===== src/rtl/bcd_cascade_counter.sv =====
// Multi-digit modulo-N up/down counter with lookahead terminal count.
// Supports wrap-around or saturation at the full-range terminal value.
module bcd_cascade_counter #(
  parameter int DIGITS  = 4,
  parameter int MODULUS = 10,
  parameter bit WRAP    = 1'b1
) (
  input  logic                  clk,
  input  logic                  rst,
  input  logic                  en,
  input  logic                  up,
  input  logic                  clr,
  input  logic                  load,
  input  logic [4*DIGITS-1:0]   load_val,
  output logic [4*DIGITS-1:0]   cnt,
  output logic                  carry,
  output logic                  borrow,
  output logic                  tc,
  output logic                  sat
);

  localparam logic [3:0] DMAX = 4'(MODULUS - 1);
  localparam logic [4:0] MODW = 5'(MODULUS);

  logic [3:0]        r_dig [DIGITS];
  logic [3:0]        w_dig_nxt [DIGITS];
  logic [3:0]        w_ld_dig [DIGITS];
  logic [DIGITS-1:0] w_is_max;
  logic [DIGITS-1:0] w_is_zero;
  logic [DIGITS-1:0] w_lo_max;
  logic [DIGITS-1:0] w_lo_zero;
  logic              w_full_max;
  logic              w_full_zero;
  logic              w_term;
  logic              w_wrap;
  logic              w_sat_hit;
  logic              w_move;
  logic              r_carry;
  logic              r_borrow;
  logic              r_sat;

  // Out-of-range load digits are rejected and replaced by zero.
  function automatic logic [3:0] f_sanitize(input logic [3:0] d);
    return ({1'b0, d} < MODW) ? d : 4'd0;
  endfunction

  for (genvar i = 0; i < DIGITS; i++) begin : g_dig
    assign w_is_max[i]  = (r_dig[i] == DMAX);
    assign w_is_zero[i] = (r_dig[i] == 4'd0);
    assign w_ld_dig[i]  = f_sanitize(load_val[4*i +: 4]);
    assign cnt[4*i +: 4] = r_dig[i];
  end

  // Lookahead enables: digit i steps when every lower digit is terminal.
  always_comb begin
    logic m;
    logic z;
    m = 1'b1;
    z = 1'b1;
    w_lo_max  = '0;
    w_lo_zero = '0;
    for (int i = 0; i < DIGITS; i++) begin
      w_lo_max[i]  = m;
      w_lo_zero[i] = z;
      m = m & w_is_max[i];
      z = z & w_is_zero[i];
    end
    w_full_max  = m;
    w_full_zero = z;
  end

  assign w_term    = up ? w_full_max : w_full_zero;
  assign w_wrap    = en & w_term & WRAP;
  assign w_sat_hit = en & w_term & ~WRAP;
  assign w_move    = en & ~w_sat_hit;
  assign tc        = en & w_term;

  // Per-digit next value for a counting step.
  always_comb begin
    for (int i = 0; i < DIGITS; i++) begin
      w_dig_nxt[i] = r_dig[i];
      if (w_move) begin
        if (up && w_lo_max[i]) begin
          w_dig_nxt[i] = w_is_max[i] ? 4'd0 : r_dig[i] + 4'd1;
        end else if (!up && w_lo_zero[i]) begin
          w_dig_nxt[i] = w_is_zero[i] ? DMAX : r_dig[i] - 4'd1;
        end
      end
    end
  end

  // Digit registers with clr > load > en priority.
  always_ff @(posedge clk or negedge rst) begin
    if (!rst) begin
      for (int i = 0; i < DIGITS; i++) r_dig[i] <= 4'd0;
    end else if (clr) begin
      for (int i = 0; i < DIGITS; i++) r_dig[i] <= 4'd0;
    end else if (load) begin
      for (int i = 0; i < DIGITS; i++) r_dig[i] <= w_ld_dig[i];
    end else begin
      for (int i = 0; i < DIGITS; i++) r_dig[i] <= w_dig_nxt[i];
    end
  end

  // Wrap pulses and the saturation flag.
  always_ff @(posedge clk or negedge rst) begin
    if (!rst) begin
      r_carry  <= 1'b0;
      r_borrow <= 1'b0;
      r_sat    <= 1'b0;
    end else if (clr || load) begin
      r_carry  <= 1'b0;
      r_borrow <= 1'b0;
      r_sat    <= 1'b0;
    end else begin
      r_carry  <= w_wrap & up;
      r_borrow <= w_wrap & ~up;
      if (w_sat_hit) begin
        r_sat <= 1'b1;
      end else if (en) begin
        r_sat <= 1'b0;
      end
    end
  end

  assign carry  = r_carry;
  assign borrow = r_borrow;
  assign sat    = r_sat;

endmodule


===== config.mk =====
export PLATFORM = sky130hd
export DESIGN_NAME = bcd_cascade_counter
export DESIGN_NICKNAME = d
export VERILOG_FILES = /design/src/rtl/bcd_cascade_counter.sv
export SDC_FILE = /design/constraint.sdc
export NUM_CORES = 1
export LEC_CHECK = 0
export BUFFER_PORTS_ARGS = -buffer_cell sky130_fd_sc_hd__buf_2
export CORE_MARGIN = 4
export CORE_UTILIZATION = 55
export CTS_CLUSTER_SIZE = 40
export DETAILED_ROUTE_END_ITERATION = 8
export PLACE_DENSITY_LB_ADDON = 0.15
export SLEW_MARGIN = 30
export SYNTH_ARGS = -nofsm -noshare
export SYNTH_HDL_FRONTEND = slang
export SYNTH_SLANG_ARGS = --single-unit

===== constraint.sdc =====
create_clock -name clk -period 3.5 [get_ports clk]
set_input_delay 0.35 -clock clk [delete_from_list [all_inputs] [get_ports clk]]
set_output_delay 0.35 -clock clk [all_outputs]
set_load 0.01 [all_outputs]

=== Word level (Yosys, flattened, before mapping) ===
Index checks and enable logic that the tools add are counted.

* Flip-flop bits (word level): 19
* Bits in latches: 0
* Bits in writable memories: 0
* Bits in read-only memories: 0
* Bits of input ports: 22
* Output and inout bits: 20
* Logic and storage cells: 83
* Memories: 0

* Add/sub/neg operators: 8
* Multipliers: 0
* Divide/modulo/power cells: 0
* Magnitude comparators: 4
* Equality and inequality tests: 4
* Shifts and indexed selects: 0
* Mux-type cells: 30
* Bitwise gates (word level): 10
* Reduce and logical (&&, ||, !) cells: 20

{| class="wikitable"
|+ Operator list
! cell !! count
|-
| $mux 4 || 23
|-
| $mux 16 || 2
|-
| $add 4x1->4 const B || 4
|-
| $eq 4x4->1 const B || 4
|-
| $logic_not 4->1 || 4
|-
| $lt 4x4->1 const B || 4
|-
| $sub 4x1->4 const B || 4
|-
| $reduce_bool 4->1 || 3
|-
| $and 1x1->1 || 9
|-
| $logic_and 1x1->1 || 6
|-
| $reduce_and 2->1 || 3
|-
| $mux 1 || 5
|-
| $reduce_bool 3->1 || 1
|-
| $reduce_bool 2->1 || 1
|-
| $logic_not 1->1 || 1
|-
| $logic_or 1x1->1 || 1
|-
| $not 1->1 || 1
|}

=== Depth between registers and ports, before layout ===
Gate-level depths: netlist (run 1).

* Depth in word-level cells: 9
* Mapped depth: 7
* Gate-level depth less buffers: 7

=== Least setup slack after synthesis (run 1) ===
No wires, ideal clock.

* Path type: reg2reg
* Start point: register r_dig, in the netlist cnt[8]
* End point: register r_dig, in the netlist cnt[12]
* Library setup time: 0.122 ns
* Arrival time: 1.964 ns
* Data required time: 3.378 ns
* Slack: 1.415 ns
* Stages on the path, launching flop included: 8
* Path buffers: 0
* Clock period less this slack: 2.085 ns
* Cell sequence: dfrtp_1 -> inv_1 -> ha_1 -> or3b_1 -> nor4_2 -> a2111oi_2 -> nor2_1 -> a32o_1

* Word-level cells in the longest chain between the ends: 7
* Elaborated cells on any way between the ends: 12
* Classes of those cells: 1 x eq/ne; 4 x mux; 2 x bitwise; 5 x reduce/logical

{| class="wikitable"
|+ Ends and longest elaborated chain
! what !! line !! source
|-
| start: declaration || 25 || <nowiki>logic [3:0] r_dig [DIGITS];</nowiki>
|-
| $eq 4x4->1 || 48 || <nowiki>assign w_is_max[i] = (r_dig[i] == DMAX);</nowiki>
|-
| $and 1x1->1 || 65 || <nowiki>m = m & w_is_max[i];</nowiki>
|-
| $logic_and 1x1->1 || 83 || <nowiki>if (up && w_lo_max[i]) begin</nowiki>
|-
| $mux 4 || 83 ||
|-
| $mux 4 || 82 || <nowiki>if (w_move) begin</nowiki>
|-
| $mux 16 || 98 || <nowiki>end else if (load) begin</nowiki>
|-
| $mux 16 || 96 || <nowiki>end else if (clr) begin</nowiki>
|}

Parallel ways exist; a longest one is shown, timed or not. The select of a mux whose other input is x is not followed.
A chain may end at the register's enable or synchronous reset.

=== Worst setup path in the final report (run 1) ===
* Start point: register r_dig, in the netlist cnt[12]
* End point: output tc

* Word-level cells in the longest chain between the ends: 4
* Elaborated cells on any way between the ends: 6
* Classes of those cells: 1 x eq/ne; 1 x mux; 3 x bitwise; 1 x reduce/logical

{| class="wikitable"
|+ Ends and longest elaborated chain
! what !! line !! source
|-
| $eq 4x4->1 or $logic_not 4->1 (tied branches) || 48, 49 ||
|-
| $and 1x1->1, on equally long branches || 65, 66 ||
|-
| $mux 1 * || 72 || <nowiki>assign w_term = up ? w_full_max : w_full_zero;</nowiki>
|-
| $and 1x1->1 * || 76 || <nowiki>assign tc = en & w_term;</nowiki>
|-
| end: declaration || 18 || <nowiki>output logic tc,</nowiki>
|}

Every way passes the cells marked *; elsewhere a longest branch is shown, timed or not.

==> results of run 1 <==
worst paths after layout:
path	startpoint	end	depth (start not counted)	slack (ns)
setup / recovery	cnt[12]	tc	6	0.90
hold / removal	load_val[4]	cnt[4]	3	0.29
setup reg to reg	cnt[8]	cnt[12]	7	1.12
hold reg to reg	cnt[9]	cnt[9]	2	0.63
max in group asynchronous	rst	cnt[10]	2	2.68
min in group asynchronous	rst	cnt[15]	2	0.50
state kept, by name (all words and copies together), names as in the netlist:
| name | cells |
|---|---|
| cnt | 16 |
| carry | 1 |
| borrow | 1 |
worst register-to-register path: cells and delay by family (launching register included):
kind,cells,cell delay (ns)
buffers and inverters,1,0.12
adders and majority gates,1,0.25
AOI/OAI and AO/OA,2,0.91
and+or+nand+nor,3,0.51
DFF,1,0.50
cells by family after synthesis:
family	after synthesis	share of synthesized area
AND/OR/NAND/NOR	87	0.271
flip-flops	18	0.244
other	1	0.00203
AO/OA/AOI/OAI	74	0.302
XOR/XNOR	1	0.00474
multiplexers	4	0.0284
adder cells (fa/ha/maj)	11	0.0745
buffers and inverters	32	0.0731
power by group:
group,leakage [nW],switching [mW],internal [mW],total [mW]
combinational,0.650,0.121,0.103,0.224
sequential,0.239,0.0409,0.223,0.264
clock,0.0210,0.0691,0.0635,0.133
synthesized netlist by cell type, types with 2 or more instances:
library cell,instances
nor2_2,2
o2111ai_1,2
ha_1,11
a311oi_1,3
clkbuf_1,10
nand2_1,18
a211o_1,2
mux2i_1,3
a21oi_1,13
o41ai_1,2
dfrtp_1,18
nand3_1,12
a221oi_1,2
a32o_1,2
nor2b_1,4
o31ai_1,5
buf_2,3
or3b_2,2
nand3b_1,4
nor3_1,4
nor4_1,3
o221ai_1,2
nor2_1,19
o211ai_1,3
inv_1,17
a211oi_1,3
o21ai_0,11
or3_1,2
a31oi_1,4
o21ai_1,2
a22o_1,2
nand2b_1,4
layer usage:
layer / track usage / routed length (um) / vias up
met5: 0 / 0 / -
met4: 0.0431 / 35 / 0
met3: 0.0442 / 325 / 4
met2: 0.352 / 2150 / 59
met1: 0.285 / 2050 / 851
li1: - / - / 914
area by class of cell:
type	instances	area [um2]
Clock buffer	4	36.3
Fill cell	265	1050
Inverter	17	63.8
Multi-Input combinational cell	178	1260
Sequential cell	18	450
Tap cell	44	55.1
Timing Repair Buffer	41	210
stage by stage:
stage | instance area [um2] | util | hold slack [ns]
floorplan | 1850 | - | 0.0544
global placement | 2030 | 0.650 | 0.306
detailed placement | 2030 | 0.650 | 0.309
CTS | 2080 | 0.664 | 0.281
global route | 2080 | 0.664 | 0.276
finish | 2080 | 0.664 | 0.290
timing repair:
action	4_1_cts	5_1_grt
hold buffers	1	0
resized for setup	0	0
hold endpoints to repair	18	0
endpoints found under the setup margin	0	0
buffers inserted	0	0
==> metrics.md, run 1 <==
| Metric | Value |
|---|---|
| Commonest cells after routing, fill and taps aside | buf_2, nor2_1, nand2_1, dfrtp_1, inv_1 |
| Largest net degree at the start of global routing | 26 |
| Total number of yosys warnings | 0 |
| Placed Instances | 297 |
| Clock Tree Root | clkbuf_4 |
| Seq/Total Area, Yosys | 0.244 |
| CTS tree | built |
| Post-synth net total | 261 |
| H-Tree Depth | 1 |
| Pwr Density | 299 nW/um2 |
| Port Buf Inserts | 40 |
| Die extent in y | 66.0 um |
| Share of cells above drive strength 1 | 0.244 |
| Setup crit end kind | primary output |
| Leakage power | 0.910 nW |
| Routed wire length per instance | 15.1 um |
| Rel. slew slack | 0.480 |
| GRT Total Usage | 0.212 |
| 1st-iter DRT viols | 117 |
| Layout Nets | 292 |
| Hold Crit Class | input port to flip-flop |
| Commonest non-fill, non-tap cell in the layout | buf_2 |
| Pre-antenna DRT Iters | 5 |
| F_max | 0.385 GHz |
| Mapped Avg Cell Area | 8.11 um2 |
| Post-route worst setup slack | 0.904 ns |
| Drt total wl | 4560 um |
| Antenna cells | 0 |
| First-pass GRT wire length | 7380 um |
| GP Congestion | 0.861 |
| Vias | 1,828 |
| WP data required | 3.15 ns |
| Post-route insts no fill | 302 |
| Mapped Cells | 228 |
| Final setup fails | 0 |
| Largest area contributor in the netlist | dfrtp_1 |
| Die width | 66.0 um |
| Post-synthesis register bit count | 18 |
| Fin Setup TNS | 0 ns |
| Post-synth EDFFs | 0 |
| Peak per-stage delay on the critical path | 0.50 ns |
| Core Region | 3130 um2 |
| Post-Syn Area | 1850 um2 |
| Pre-CTS WS | 1.14 ns |
| Post-DRT Antenna Nets | 0 |
| Crit path buf inv count | 2 |
| I/O pin total | 42 |
| Minimum clock period | 2.60 ns |
| Crit-path max FO | 9 |
| CTS max path bufs | 2 |
| Netlist cell types | 66 |
| Maxcap violations | 0 |
| Worst clock skew | 0.00866 ns |
| Vias in the first global route | 1,635 |
| Synth top area share | 0.244 |
| CP cell instances | inv_1 -> ha_1 -> or3b_2 -> nor4_1 -> o21a_1 -> buf_2 |
| Crit path kind | flip-flop to primary output |
| Reg clk slew, reported paths | 0.11 ns |
| Slowest-stage cell, CP | dfrtp_1 |
| Final hold viol count | 0 |
| Crit start category | flip-flop |
| Tcrit/Tclk final | 0.742 |
| Total grt overflow | 0 |
| Die ar. | 4350 um2 |
| Clock latency on the worst-skew pair | 0.30 ns |
| DPL Wire Length | 3320 um |
| Post-synth ARST share | 1.00 |
| Outcome | complete, no violations |
| Slew @ Worst Pin | 0.775 ns |
| Initial antenna violation count | 0 |
| Syn-to-layout area delta | 12.5% |
| Post-synth top flop | dfrtp_1 |
| CTS Buf Count | 3 |
| Max VDD drop | 278 uV |
| Synth top area cells | dfrtp_1, ha_1, nor2_1 |
| Core Rows | 20 |
| Worst Path Arrival | 2.25 ns |
| Starting Density | 0.591 |
| CP delay by family, top | simple AND/OR/NAND/NOR gates |
| Final Total Pwr | 0.621 mW |
| Final Slew Violations | 0 |
| Residual DRC | 0 |
| Vias/cell | 6.05 |
| RSZ-0062 raised after global routing | false |
| CTS Sinks | 18 |
Power figures use the tool's default switching activity.
==> run 2, diff against run 1 <==
CORE_UTILIZATION = 49   (was 55)
clock period = 2.3 ns   (was 3.5 ns; I/O delays follow)
==> run 2 against run 1 <==
- sequential power grew 43%
- cell area up 10%
- sequential share of layout area is 1.9 points lower
- total power up 72%
- sequential cell count unchanged
- largest cell class unchanged
- largest power group is now combinational cells
==> metrics.md, run 2 (same netlist as run 1, synthesis figures left out) <==
| Metric | Value |
|---|---|
| Clock Tree Root | clkbuf_8 |
| RSZ-0062 raised after global routing | true |
| Largest net degree at the start of global routing | 26 (unchanged) |
| CTS max path bufs | 2 (unchanged) |
| Layout Nets | 311 (+6.5%) |
| CP cell instances | inv_2 -> ha_2 -> or3b_4 -> nor4_4 -> o21a_1 -> buf_2 |
| Maxcap violations | 0 (unchanged) |
| Final hold viol count | 0 (unchanged) |
| Vias/cell | 5.75 (-5.0%) |
| Register area | 452 um2 (+0.28%) |
| Starting Density | 0.505 (-0.0860) |
| Final setup fails | 0 (unchanged) |
| H-Tree Depth | 1 (unchanged) |
| DPL Wire Length | 3630 um (+9.3%) |
| GP Congestion | 0.827 (-4.0%) |
| Syn-to-layout area delta | 23.9% |
| Vias in the first global route | 1,706 (+4.3%) |
| Outcome | complete, no violations |
| Pwr Density | 466 nW/um2 (+56%) |
| CP delay by family, top | simple AND/OR/NAND/NOR gates |
| Die width | 69.4 um (+5.2%) |
| Fin Setup TNS | 0 ns (unchanged) |
| Worst clock skew | 0.00235 ns (-0.00631 ns) |
| R2r worst-path depth | 7 (unchanged) |
| Max VDD drop | 504 uV (+82%) |
| Total grt overflow | 0 (unchanged) |
| Tcrit/Tclk final | 0.960 |
| Max reg flops | 16 (unchanged) |
| 1st-iter DRT viols | 139 (+19%) |
| Initial antenna violation count | 0 (unchanged) |
| Minimum clock period | 2.21 ns |
| Post-DRT Antenna Nets | 0 (unchanged) |
| Core Util, Final | 0.625 (-0.0390) |
| Vias | 1,868 (+2.2%) |
| Reg clk slew, reported paths | 0.07 ns (-0.04 ns) |
| F_max | 0.453 GHz |
| Pre-CTS WS | 0.119 ns (-1.03 ns) |
| Die ar. | 4820 um2 (+11%) |
| WP data required | 2.07 ns (-1.08 ns) |
| Crit start category | flip-flop |
| CTS Buf Count | 3 (unchanged) |
| Die extent in y | 69.4 um (+5.2%) |
| Commonest cells after routing, fill and taps aside | buf_2, nor2_1, buf_4 |
| GRT Total Usage | 0.201 (-0.0115) |
| Hold depth | 3 (unchanged) |
| Rel. slew slack | 0.588 (+0.109) |
| FILL cells | 347 (+31%) |
| Crit-path max FO | 4 (-5) |
| CTS tree | built |
| Hold Crit Class | input port to flip-flop |
| Final Slew Violations | 0 (unchanged) |
| Core Region | 3660 um2 (+17%) |
| Routed wire length per instance | 15.1 um (-0.11%) |
| Setup Fix Bufs, Post-CTS | 0 (unchanged) |
| Antenna cells | 0 (unchanged) |
| First-pass GRT wire length | 8160 um (+11%) |
| Worst Path Arrival | 1.98 ns (-0.27 ns) |
| Drt total wl | 4910 um (+7.5%) |
| Slew @ Worst Pin | 0.615 ns (-0.159 ns) |
| Share of cells above drive strength 1 | 0.325 (+0.0807) |
| Peak per-stage delay on the critical path | 0.42 ns (-0.08 ns) |
| WP depth | 6 (unchanged) |
| Commonest non-fill, non-tap cell in the layout | buf_2 |
| Multi-input gate area | 1310 um2 (+3.5%) |
| Leakage power | 1.02 nW (+12%) |
| Slowest-stage cell, CP | dfrtp_1 |
| Residual DRC | 0 (unchanged) |
| Core Rows | 22 (+10%) |
| Crit path buf inv count | 2 (unchanged) |
| Port Buf Inserts | 40 (unchanged) |
| CTS Sinks | 18 (unchanged) |
| Clock latency on the worst-skew pair | 0.26 ns (-0.04 ns) |
| Crit path kind | flip-flop to primary output |
| I/O pin total | 42 (unchanged) |
| Post-route worst setup slack | 0.0925 ns (-0.811 ns) |
| Pre-antenna DRT Iters | 4 (-1) |
| Setup crit end kind | primary output |
==> run 2: cell types whose count changed in the layout (fill, tap and decap cells not counted), moves of 2 or more <==
cell	previous run	this run
clkbuf_8	1	4
clkbuf_4	3	0
or3b_4	0	2
ha_1	11	9
inv_1	17	15
buf_4	0	19
nor4_1	3	1
inv_2	0	2
ha_2	0	2
==> run 2: final timing paths <==
check                           to  slack (ns)         from
hold reg to reg             cnt[8]        0.61       cnt[8]
min in group asynchronous  cnt[13]        0.43          rst
hold / removal              cnt[4]        0.23  load_val[4]
setup / recovery                tc        0.09       cnt[8]
setup reg to reg           cnt[13]        0.19       cnt[4]
max in group asynchronous   cnt[4]        1.54          rst
==> run 2: repair_timing <==
action | in CTS | in global routing
hold buffers | 1 | 0
setup endpoints to repair | 1 | 4
gates resized for setup | 1 | 10
endpoints found under the hold margin | 18 | 0
==> run 2: cell type report <==
class	count	area share
tap	48	0.0262
sequential	18	0.197
multi-input combinational	178	0.570
clock buffer	4	0.0240
inverter	17	0.0279
timing repair buffer	60	0.154
==> run 2: worst min-delay path, delay by kind of cell <==
kind / cells / cell delay, ns
and+or+nand+nor: 1 / 0.06
AOI/OAI and AO/OA: 1 / 0.06
buffers and inverters: 1 / 0.09
==> run 2: power breakdown <==
group | internal [mW] | switching [mW] | total, mW
Combinational | 0.194 | 0.229 | 0.424
Sequential | 0.341 | 0.0366 | 0.377
Clock | 0.153 | 0.112 | 0.265
==> run 2: per-layer routing <==
layer,global-route usage,vias to the layer above,part of all wire
met5,0,-,0
met4,0.0130,0,0.0022
met3,0.0478,3,0.059
met2,0.320,55,0.45
met1,0.288,857,0.49
li1,-,953,-
==> run 2: metrics by stage <==
stage	hold slack, ns	instances	power, mW	cell area, um2
2_1_floorplan	-0.0656	228	0.642	1850
3_3_place_gp	0.188	320	0.781	2180
3_5_place_dp	0.193	320	0.782	2180
4_1_cts	0.228	325	1.05	2250
5_1_grt	0.232	325	1.14	2290
6_report	0.225	325	1.07	2290
